[src/rtl/pc_irq_vec.sv]
`default_nettype none
// ============================================================================
// Module   : pc_irq_vec
// Purpose  : Program counter with a vectored, maskable, prioritised interrupt
//            unit. The PC moves once per write-back strobe edge: it advances,
//            jumps, vectors to a channel handler, or returns from a handler.
//            Optional macro PC_NEST_EN replaces the single backup register
//            with a LIFO of NEST_DEPTH entries so that handlers can nest.
// Revision : 1.0 - initial release
// ============================================================================
module pc_irq_vec #(
  parameter int unsigned       ADDR_W     = 27,
  parameter int unsigned       NUM_INT    = 8,
  parameter logic [ADDR_W-1:0] PC_START   = 27'hC02422,
  parameter logic [ADDR_W-1:0] VEC_BASE   = ADDR_W'(1),
  parameter int unsigned       NEST_DEPTH = 4
) (
  input  logic               clk,
  input  logic               reset,
  input  logic               step,
  input  logic               jump,
  input  logic               offset,
  input  logic [ADDR_W-1:0]  jump_addr,
  input  logic               reti,
  input  logic [NUM_INT-1:0] int_req,
  input  logic               mask_wr,
  input  logic [NUM_INT-1:0] mask_data,
  output logic [ADDR_W-1:0]  pc_out,
  output logic [7:0]         int_id,
  output logic               int_active,
  output logic [NUM_INT-1:0] pending
);

  // Reject configurations the channel id encoding or the stack cannot hold.
  if (NUM_INT < 1 || NUM_INT > 32 || NEST_DEPTH < 1) begin : g_bad_cfg
    $error("pc_irq_vec: NUM_INT must be 1..32 and NEST_DEPTH at least 1");
  end

  logic               step_prev_q;
  logic [NUM_INT-1:0] req_prev_q;
  logic [NUM_INT-1:0] pending_q, pending_d;
  logic [NUM_INT-1:0] mask_q, mask_d;
  logic [ADDR_W-1:0]  pc_q, pc_d;
  logic [7:0]         int_id_q, int_id_d;

  logic               step_edge;
  logic [NUM_INT-1:0] req_edge;
  logic [NUM_INT-1:0] eligible;
  logic [NUM_INT-1:0] take_clr;
  logic [7:0]         sel;
  logic [ADDR_W-1:0]  next_pc;
  logic [ADDR_W-1:0]  vec_pc;
  logic               below_rom;
  logic               take;
  logic               do_reti;

`ifdef PC_NEST_EN
  localparam int unsigned     SP_W    = $clog2(NEST_DEPTH + 1);
  localparam int unsigned     IDX_W   = (NEST_DEPTH > 1) ? $clog2(NEST_DEPTH) : 1;
  localparam logic [SP_W-1:0] SP_FULL = SP_W'(NEST_DEPTH);

  logic [ADDR_W-1:0] stk_pc_q [2**IDX_W];
  logic [7:0]        stk_id_q [2**IDX_W];
  logic [SP_W-1:0]   sp_q, sp_d;
  logic [IDX_W-1:0]  push_idx;
  logic [IDX_W-1:0]  pop_idx;
`else
  logic [ADDR_W-1:0] backup_q, backup_d;
  logic              int_en_q, int_en_d;
  logic              int_active_q, int_active_d;
`endif

  assign step_edge = step & ~step_prev_q;
  assign req_edge  = int_req & ~req_prev_q;
  assign eligible  = pending_q & mask_q;
  assign below_rom = (pc_q < PC_START);
  assign vec_pc    = VEC_BASE + ADDR_W'(sel);

`ifdef PC_NEST_EN
  assign push_idx = sp_q[IDX_W-1:0];
  assign pop_idx  = IDX_W'(sp_q - 1'b1);
  // A deeper take must outrank the running handler and find room on the stack.
  assign take     = step_edge & ~reti & (|eligible) & below_rom &
                    ((sp_q == '0) | ((sel < int_id_q) & (sp_q != SP_FULL)));
  assign do_reti  = step_edge & reti & (sp_q != '0);
`else
  assign take     = step_edge & ~reti & int_en_q & (|eligible) & below_rom;
  assign do_reti  = step_edge & reti & int_active_q;
`endif

  assign take_clr = take ? (NUM_INT'(1) << sel) : '0;

  // Lowest eligible index wins: scan downward so the last hit is the lowest.
  always_comb begin
    sel = '0;
    for (int i = NUM_INT - 1; i >= 0; i--) begin
      if (eligible[i]) sel = 8'(i);
    end
  end

  // Sequential address of the current instruction, all sums wrapping.
  always_comb begin
    if (jump && offset)  next_pc = pc_q + jump_addr;
    else if (jump)       next_pc = jump_addr;
    else                 next_pc = pc_q + ADDR_W'(1);
  end

  // Next-state selection: return, take, or plain advance, in that priority.
  always_comb begin
    pc_d      = pc_q;
    int_id_d  = int_id_q;
    pending_d = (pending_q & ~take_clr) | req_edge;   // a fresh edge beats the clear
    mask_d    = mask_wr ? mask_data : mask_q;
`ifdef PC_NEST_EN
    sp_d      = sp_q;
    if (do_reti) begin
      pc_d     = stk_pc_q[pop_idx];
      int_id_d = stk_id_q[pop_idx];
      sp_d     = sp_q - 1'b1;
    end else if (take) begin
      pc_d     = vec_pc;
      int_id_d = sel;
      sp_d     = sp_q + 1'b1;
    end else if (step_edge) begin
      pc_d     = next_pc;
    end
`else
    backup_d     = backup_q;
    int_en_d     = int_en_q;
    int_active_d = int_active_q;
    if (do_reti) begin
      pc_d         = backup_q;
      int_en_d     = 1'b1;
      int_active_d = 1'b0;
    end else if (take) begin
      backup_d     = next_pc;
      pc_d         = vec_pc;
      int_id_d     = sel;
      int_active_d = 1'b1;
      int_en_d     = 1'b0;
    end else if (step_edge) begin
      pc_d         = next_pc;
    end
`endif
  end

  // State register, updated on the falling edge with synchronous active-low reset.
  always_ff @(negedge clk) begin
    if (!reset) begin
      step_prev_q  <= 1'b0;
      req_prev_q   <= '0;
      pending_q    <= '0;
      mask_q       <= '1;
      pc_q         <= PC_START;
      int_id_q     <= '0;
`ifdef PC_NEST_EN
      sp_q         <= '0;
`else
      backup_q     <= '0;
      int_en_q     <= 1'b1;
      int_active_q <= 1'b0;
`endif
    end else begin
      step_prev_q  <= step;
      req_prev_q   <= int_req;
      pending_q    <= pending_d;
      mask_q       <= mask_d;
      pc_q         <= pc_d;
      int_id_q     <= int_id_d;
`ifdef PC_NEST_EN
      sp_q         <= sp_d;
`else
      backup_q     <= backup_d;
      int_en_q     <= int_en_d;
      int_active_q <= int_active_d;
`endif
    end
  end

`ifdef PC_NEST_EN
  // Return stack storage; validity is tracked by sp_q alone, so no reset needed.
  always_ff @(negedge clk) begin
    if (reset && take) begin
      stk_pc_q[push_idx] <= next_pc;
      stk_id_q[push_idx] <= int_id_q;
    end
  end

  assign int_active = (sp_q != '0);
`else
  assign int_active = int_active_q;
`endif

  assign pc_out  = pc_q;
  assign int_id  = int_id_q;
  assign pending = pending_q;

endmodule
`default_nettype wire

[config.mk]
export PLATFORM = sky130hd
export DESIGN_NAME = pc_irq_vec
export DESIGN_NICKNAME = d
export VERILOG_FILES = /design/src/rtl/pc_irq_vec.sv
export SDC_FILE = /design/constraint.sdc
export NUM_CORES = 1
export LEC_CHECK = 0
export ABC_AREA = 1
export ABC_CLOCK_PERIOD_IN_PS = 2100
export CAP_MARGIN = 25
export CORE_MARGIN = 2
export CORE_UTILIZATION = 40
export DETAILED_ROUTE_END_ITERATION = 8
export SLEW_MARGIN = 15
export SYNTH_ARGS = -nofsm -noshare
export SYNTH_HDL_FRONTEND = slang
export SYNTH_SLANG_ARGS = --single-unit
[constraint.sdc]
create_clock -name clk -period 2.1 [get_ports clk]
set_input_delay 0.525 -clock clk [delete_from_list [all_inputs] [get_ports clk]]
set_output_delay 0.525 -clock clk [all_outputs]
set_load 0.005 [all_outputs]
==> flow_metrics.tcl, run 1 <==
set metrics [dict create \
    status "finished with violations" \
    violations "negative setup slack" \
    grt_usage_pct 32.8 \
    ys_seq_elements 84 \
    synth-async-reset-ratio_pct 0 \
    grt_pass1_vias 9095 \
    yosys_warnings 0 \
    end_kind "register" \
    min_path_type "register to register" \
    fp.coreArea_mm2 0.0166 \
    synth_edf_count 0 \
    syn-instance-count 1194 \
    postPlaceCellArea_mm2 0.00975 \
    synth_area_leaders "dfxtp_1 25%, nand2_1 22%, inv_1 11%" \
    cp_max_fo 3 \
    pin_count 94 \
    seq_power_share_pct 25.0 \
    dpl.cell_count 1635 \
    regToRegSetupSlack_ns -0.16 \
    initial_core_util_pct 41.2 \
    io_buffers 88 \
    reg2regPathDepth 16 \
    yosysTopAreaCell "dfxtp_1" \
    gr-total-overflow 0 \
    clkLatencyLatePin_ns 0.44 \
    switchingPower_mw 3.06 \
    netlist_area_mm2 0.00686 \
    clkSlewWorstSetupHoldPaths_ns 0.05 \
    finalWorstSetupSlack_ns -0.774 \
    vdd_ir_drop_max_mv 0.540 \
    max_cap_viol_count 0 \
    final_max_slew_viol_count 0 \
    htreeDepth 3 \
    final_cells 1783 \
    switching_share_pct 42.1 \
    worst_clock_skew_ns 0.0323 \
    drc 0 \
    p_per_area_mw_per_mm2 590 \
    grt_max_degree 29 \
    die_w_um 135 \
    vias_per_cell 5.15 \
    drive_above_1_share_pct 45.6 \
    stdcell_area_mm2 0.0123 \
    clock_sinks 84 \
    fin_util_pct 74.1 \
    diodes 0 \
    finalSetupViolCount 106 \
    yosysSeqAreaShare_pct 24.5 \
    grt_first_pass_wirelength_mm 46.1 \
    start_kind "input port" \
    cts_tree "done" \
    rsz0062_at_grt "yes" \
    antenna_found_initial 0 \
    cts_buffers 9 \
    hold_viol 0 \
    mostFrequentLayoutCells "271 x nand2_1, 251 x inv_1, 166 x buf_4, 79 x nand2_2, 59 x buf_6" \
    cts_root_buf "clkbuf_16" \
    rows 47 \
    clock_power_share_pct 31.1 \
    die_y_um 135 \
    hold_ws_ns 0.389 \
    leakagePower_nw 6.35 \
    wl_mm 30.3 \
    drt_first_pass_iters 5 \
    intPower_mw 4.21 \
    dieArea_mm2 0.0182 \
    whs_path_depth 1 \
    comb_power_share_pct 44.0 \
    final_common_cell "nand2_1" \
    ant_nets 0 \
    yosys.area.top_type_share_pct 24.5 \
    synthFlopType "dfxtp_1" \
    total_power_mw 7.27 \
    gp_congestion 0.963 \
    fin_tns_setup_ns -49.92 \
    nNetsFinal 1640 \
    critical_path_class "input port to register" \
    dp_hpwl_mm 21.4 \
    area_growth_pct 79.8 \
    ys_types 45 \
    syn_area_per_cell_um2 5.74 \
    cts_hold_buf 0 \
    arrival_ns 2.14 \
    post-place-ws_ns -1.69 \
    cts_buffer_depth 2 \
    drt_iter0_markers 595 \
    critPathRequiredTime_ns 1.36 \
    vias 9188 \
    wl_per_cell_um 17.0 \
]
[logic make-up (layout without fill, tap and decap cells)]
group,Yosys count,count (layout),synth area share (%)
AND/OR/NAND/NOR,626,627,38.4
buffers and inverters,244,608,14.4
AO/OA/AOI/OAI,200,200,15.7
flip-flops,84,84,24.5
adder cells (fa/ha/maj),32,32,5.95
XOR/XNOR,7,7,0.894
other,1,5,0.0547
[layout make-up]
cell class	instances	area (um^2)
clock buffer	9	225
clock inverter	91	387
fill	1352	4320
inverter	207	815
multi-input combinational	871	6150
sequential	84	1730
tap	220	275
timing repair buffer	298	2710
timing repair inverter	3	38.8
[registers in the layout (all words and copies together) (netlist names)]
signal	flops
backup_q	27
int_active	1
int_en_q	1
int_id	3
mask_q	8
pc_out	27
pending	8
req_prev_q	8
step_prev_q	1
[worst max-delay path: stages]
cell and delay (ns):
buf_8 0.10, ha_4 0.26, nand2_4 0.08, nand2_4 0.06
buf_6 0.12, a21oi_4 0.14, nand2_4 0.09, buf_6 0.12
buf_6 0.11, o21ai_4 0.18, nand3_2 0.13, o21ai_2 0.19
a21oi_2 0.04
[final timing paths]
check                                   start      endpoint
worst max-delay path             jump_addr[4]   backup_q[7]
worst min-delay path            req_prev_q[3]    pending[3]
worst max register to register      pc_out[0]  backup_q[16]
worst min register to register  req_prev_q[3]    pending[3]
[synthesized netlist by cell type (3+ instances only)]
cell type and number:
nand2_1 404, inv_1 197, nor2_1 87, nand3_1 85, dfxtp_1 84, a21oi_1 82, o21ai_0 75, ha_1 31
nand4_1 15, clkbuf_1 14, o21ai_1 14, a21boi_1 9, inv_2 9, nor3_1 8, buf_2 7, nor3_2 7
buf_4 6, nand3b_1 6, a22oi_1 5, buf_6 5, nor2_2 5, xor2_1 4, o211ai_1 3, xnor2_1 3
[power groups by stage]
stage / clock, mW / sequential [mW] / combinational [mW]
2_1_floorplan: 0.245 / 1.87 / 1.26
3_3_place_gp: 0.245 / 1.82 / 2.32
3_5_place_dp: 0.245 / 1.82 / 2.34
4_1_cts: 2.30 / 1.81 / 2.85
5_1_grt: 2.50 / 1.82 / 3.42
6_report: 2.26 / 1.82 / 3.20
[layer usage]
metal  up-vias  part of all wire, %  GRT usage [%]
met1      4283                   41           40.1
met3        79                  6.7           7.13
li1       4498                    -              -
met2       328                   49           55.3
met4         0                  3.4           14.4
met5         -                    0              0
[timing repair]
| item | CTS | global route |
|---|---|---|
| pin swaps | 164 | 113 |
| endpoints found under the setup margin | 106 | 112 |
| gates resized for setup | 653 | 152 |
| gates cloned | 5 | 1 |
| buffers inserted | 36 | 17 |
| endpoints found under the hold margin | 0 | 0 |
Power figures use the tool's default switching activity.
==> inputs of run 2 (changes only) <==
SKIP_LAST_GASP = 1   (was default)
SLEW_MARGIN = default   (was 15)
==> flow_metrics.tcl, run 2 (synthesis results as in run 1) <==
set metrics [dict create \
    status "finished with violations" \
    violations "negative setup slack" \
    start_kind "input port" \
    wl_mm 31.0 \
    drt_iter0_markers 642 \
    pin_count 94 \
    nNetsFinal 1640 \
    drc 0 \
    dieArea_mm2 0.0182 \
    clock_power_share_pct 30.9 \
    rows 47 \
    vias 9191 \
    cp_max_fo 4 \
    worst_clock_skew_ns 0.0358 \
    io_buffers 88 \
    top_usage_layer "met2" \
    clkLatencyLatePin_ns 0.44 \
    clkSlewWorstSetupHoldPaths_ns 0.04 \
    drive_above_1_share_pct 46.2 \
    hold_viol 0 \
    grt_use_met2_pct 55.9 \
    area_growth_pct 80.2 \
    switchingPower_mw 3.09 \
    critPathRequiredTime_ns 1.34 \
    grtUsageMet3_pct 7.51 \
    grt_pass1_vias 9068 \
    fp.coreArea_mm2 0.0166 \
    gp_congestion 0.963 \
    cts_hold_buf 0 \
    gr-total-overflow 0 \
    drt_first_pass_iters 5 \
    diodes 0 \
    die_w_um 135 \
    cts_tree "done" \
    critical_path_class "input port to register" \
    vias_per_cell 5.15 \
    hold_end "pending[3]" \
    grt_first_pass_wirelength_mm 45.9 \
    leakagePower_nw 6.36 \
    wl_per_cell_um 17.4 \
    cts_buffers 9 \
    switching_share_pct 42.3 \
    arrival_ns 2.09 \
    min_path_type "register to register" \
    worstHoldStart "req_prev_q[3]" \
    intPower_mw 4.22 \
    met1_usage_pct 39.7 \
    dpl.cell_count 1635 \
    initial_core_util_pct 41.2 \
    ant_nets 0 \
    max_cap_viol_count 0 \
    htreeDepth 3 \
    antenna_found_initial 0 \
    final_max_slew_viol_count 0 \
    cts_buffer_depth 2 \
    vdd_ir_drop_max_mv 0.543 \
    finalWorstSetupSlack_ns -0.745 \
    reg2reg_to "pc_out[12]" \
    whs_path_depth 1 \
    die_y_um 135 \
    cts_root_buf "clkbuf_16" \
    clock_sinks 84 \
    rsz0062_at_grt "yes" \
    final_common_cell "nand2_1" \
    grt_max_degree 29 \
    p_per_area_mw_per_mm2 592 \
    end_kind "register" \
    final_cells 1783 \
    total_power_mw 7.31 \
    grt_usage_pct 32.8 \
    finalSetupViolCount 106 \
    regToRegSetupSlack_ns -0.12 \
    seq_power_share_pct 24.9 \
    regToRegStartpoint "pc_out[0]" \
    mostFrequentLayoutCells "263 x nand2_1, 249 x inv_1, 164 x buf_4, 86 x nand2_2, 61 x buf_6" \
    reg2regPathDepth 15 \
    dp_hpwl_mm 21.4 \
    comb_power_share_pct 44.3 \
]
-- run 2: layer usage --
metal	share of wire [%]	wire length, um
met3	6.2	1920
met2	49	15200
met4	3.4	1070
met5	0	0
met1	41	12800
-- run 2: cell type report --
class	count	area, um^2
clock buffer	9	225
inverter	207	815
tap	220	275
fill	1334	4290
multi-input combinational	871	6170
clock inverter	91	387
timing repair buffer	298	2710
sequential	84	1730
timing repair inverter	3	38.8
-- run 2: stage by stage --
step | util, % | setup WS [ns] | instance area (um^2) | hold WS [ns] | setup TNS (ns)
final | 74.2 | -0.745 | 12400 | 0.389 | -50.09
after floorplan | - | -0.952 | 7510 | 0.389 | -43.76
after global placement | 58.6 | -1.66 | 9750 | 0.392 | -114.32
after detailed placement | 58.6 | -1.69 | 9750 | 0.395 | -115.62
after CTS | 69.6 | -0.683 | 11600 | 0.390 | -48.39
after global routing | 74.2 | -0.810 | 12400 | 0.394 | -55.50
-- run 2: critical path: stages --
cell and delay [ns]:
buf_8 0.10, ha_4 0.26, nand2_4 0.07, nand2_4 0.06
inv_2 0.10, nand2_1 0.08, nand2_2 0.08, nand3_4 0.14
buf_6 0.16, xor2_1 0.13, nand2_1 0.08, nand2_2 0.07
a21oi_2 0.18, nor2_1 0.06
-- run 2: what timing repair did --
action / in CTS / in global routing
gates resized for setup: 634 / 182
buffers inserted: 36 / 17
setup endpoints to repair: 106 / 112
gates cloned: 5 / 1
pin swaps: 163 / 117
-- run 2: how the worst max path moves through the flow --
stage | endpoint | startpoint | slack (ns)
2_1_floorplan | pc_out[24] | jump_addr[0] | -0.95
3_3_place_gp | backup_q[8] | jump_addr[0] | -1.66
3_5_place_dp | pc_out[24] | jump_addr[0] | -1.69
4_1_cts | pc_out[15] | jump_addr[4] | -0.68
5_1_grt | pc_out[18] | jump_addr[4] | -0.81
6_report | pc_out[9] | jump_addr[4] | -0.75
-- run 2: power by group through the flow --
| stage | clock (mW) | sequential (mW) | combinational (mW) |
|---|---|---|---|
| after floorplan | 0.245 | 1.87 | 1.26 |
| after global placement | 0.245 | 1.82 | 2.32 |
| after detailed placement | 0.245 | 1.82 | 2.34 |
| after CTS | 2.30 | 1.81 | 2.83 |
| after global routing | 2.50 | 1.82 | 3.46 |
| final | 2.26 | 1.82 | 3.24 |
==> inputs of run 3 (changes only) <==
--- a/config.mk
+++ b/config.mk
@@ -14,2 +14,3 @@
 export SKIP_LAST_GASP = 1
+export SLEW_MARGIN = 20
 export SYNTH_ARGS = -nofsm -noshare
==> constraint.sdc (replaced) <==
create_clock -name clk -period 2.1 [get_ports clk]
set_input_delay 0.315 -clock clk [delete_from_list [all_inputs] [get_ports clk]]
set_output_delay 0.315 -clock clk [all_outputs]
set_load 0.005 [all_outputs]
==> flow_metrics.tcl, run 3 (synthesis results as in run 1) <==
set metrics [dict create \
    ant_nets 0 \
    drc 0 \
    grt_usage_pct 32.9 \
    clock_sinks 84 \
    gr-total-overflow 0 \
    drt_iter0_markers 725 \
    rsz0062_at_grt "yes" \
    grt_first_pass_wirelength_mm 46.0 \
    drive_above_1_share_pct 44.2 \
    vdd_ir_drop_max_mv 0.441 \
    stdcell_area_mm2 0.0120 \
    finalSetupViolCount 101 \
    post-place-ws_ns -1.46 \
    final_common_cell "nand2_1" \
    start_kind "input port" \
    hold_ws_ns 0.379 \
    top_usage_layer "met2" \
    io_buffers 88 \
    fin_util_pct 72.3 \
    final_max_slew_viol_count 0 \
    end_kind "register" \
    cts_buffers 9 \
    vias_per_cell 5.24 \
    drt_first_pass_iters 7 \
    postPlaceCellArea_mm2 0.00965 \
    critPathRequiredTime_ns 1.35 \
    pin_count 94 \
    cts_tree "done" \
    clkSlewWorstSetupHoldPaths_ns 0.05 \
    htreeDepth 3 \
    gp_congestion 0.953 \
    grtUsageMet3_pct 6.34 \
    final_cells 1779 \
    wl_per_cell_um 17.4 \
    cts_buffer_depth 2 \
    min_path_type "register to register" \
    rows 47 \
    violations "negative setup slack" \
    worst_clock_skew_ns 0.0334 \
    fp.coreArea_mm2 0.0166 \
    vias 9325 \
    critical_path_class "input port to register" \
    area_growth_pct 75.6 \
    wl_mm 31.0 \
    grt_pass1_vias 8973 \
    leakagePower_nw 6.25 \
    total_power_mw 7.27 \
    initial_core_util_pct 41.2 \
    grt_max_degree 31 \
    die_y_um 135 \
    diodes 0 \
    fin_tns_setup_ns -27.52 \
    arrival_ns 1.89 \
    finalWorstSetupSlack_ns -0.540 \
    clkLatencyLatePin_ns 0.43 \
    die_w_um 135 \
    dp_hpwl_mm 21.0 \
    dpl.cell_count 1634 \
    max_cap_viol_count 0 \
    grt_use_met2_pct 54.7 \
    nNetsFinal 1637 \
    mostFrequentLayoutCells "271 x nand2_1, 252 x inv_1, 173 x buf_4, 89 x nand2_2, 56 x nor2_1" \
    cts_root_buf "clkbuf_16" \
    p_per_area_mw_per_mm2 604 \
    dieArea_mm2 0.0182 \
    status "finished with violations" \
    antenna_found_initial 0 \
    cp_max_fo 3 \
    hold_viol 0 \
    met1_usage_pct 40.9 \
]
run 3: changes by cell type in the layout (fill, tap and decap cells not counted), moves of 8 or more:
cell and change:
nand3_2 -9, buf_6 -8, nand2_4 -11, buf_4 +9, nand2_1 +8, nand3_1 +10
run 3: layout make-up:
| type | count | area [um^2] |
|---|---|---|
| timing repair inverter | 3 | 48.8 |
| timing repair buffer | 296 | 2600 |
| tap | 220 | 275 |
| sequential | 84 | 1730 |
| inverter | 207 | 816 |
| fill | 1388 | 4610 |
| clock buffer | 9 | 225 |
| multi-input combinational | 870 | 5970 |
| clock inverter | 90 | 373 |
run 3: worst paths after layout:
path | cells after the start | slack [ns] | from | to
max | 16 | -0.54 | jump_addr[6] | pc_out[12]
min | 1 | 0.38 | req_prev_q[1] | pending[1]
max reg2reg | 17 | -0.09 | pc_out[6] | pc_out[12]
min reg2reg | 1 | 0.38 | req_prev_q[1] | pending[1]
run 3: layer usage:
metal  up-vias  routed length [um]  share of wire [%]
li1       4506                   -                  -
met1      4302               12500                 40
met2       414               14700                 47
met3       103                2360                7.6
met4         0                1420                4.6
met5         -                   0                  0
run 3: what timing repair did:
item / in CTS / in global routing
cloned: 3 / 0
gates resized for setup: 610 / 159
setup endpoints to repair: 106 / 104
setup buffers: 39 / 11
hold buffers: 0 / 0
pin swaps: 168 / 117
run 3: power by group:
part / switching [mW] / internal [mW] / total (mW)
logic: 1.77 / 1.38 / 3.15
registers: 0.0706 / 1.75 / 1.82
clock network: 1.26 / 1.04 / 2.30
total: 3.10 / 4.17 / 7.27
run 3: critical path, cell delays in order:
cell,delay (ns)
buf_6,0.10
ha_4,0.30
buf_6,0.12
nand2_4,0.06
inv_1,0.07
nand2_2,0.06
nand2_2,0.10
nand2_2,0.09
nand2_4,0.08
buf_6,0.10
nor2_4,0.03
xnor2_2,0.12
nand2_1,0.07
nand2_2,0.06
a21oi_2,0.14
nor2_1,0.05
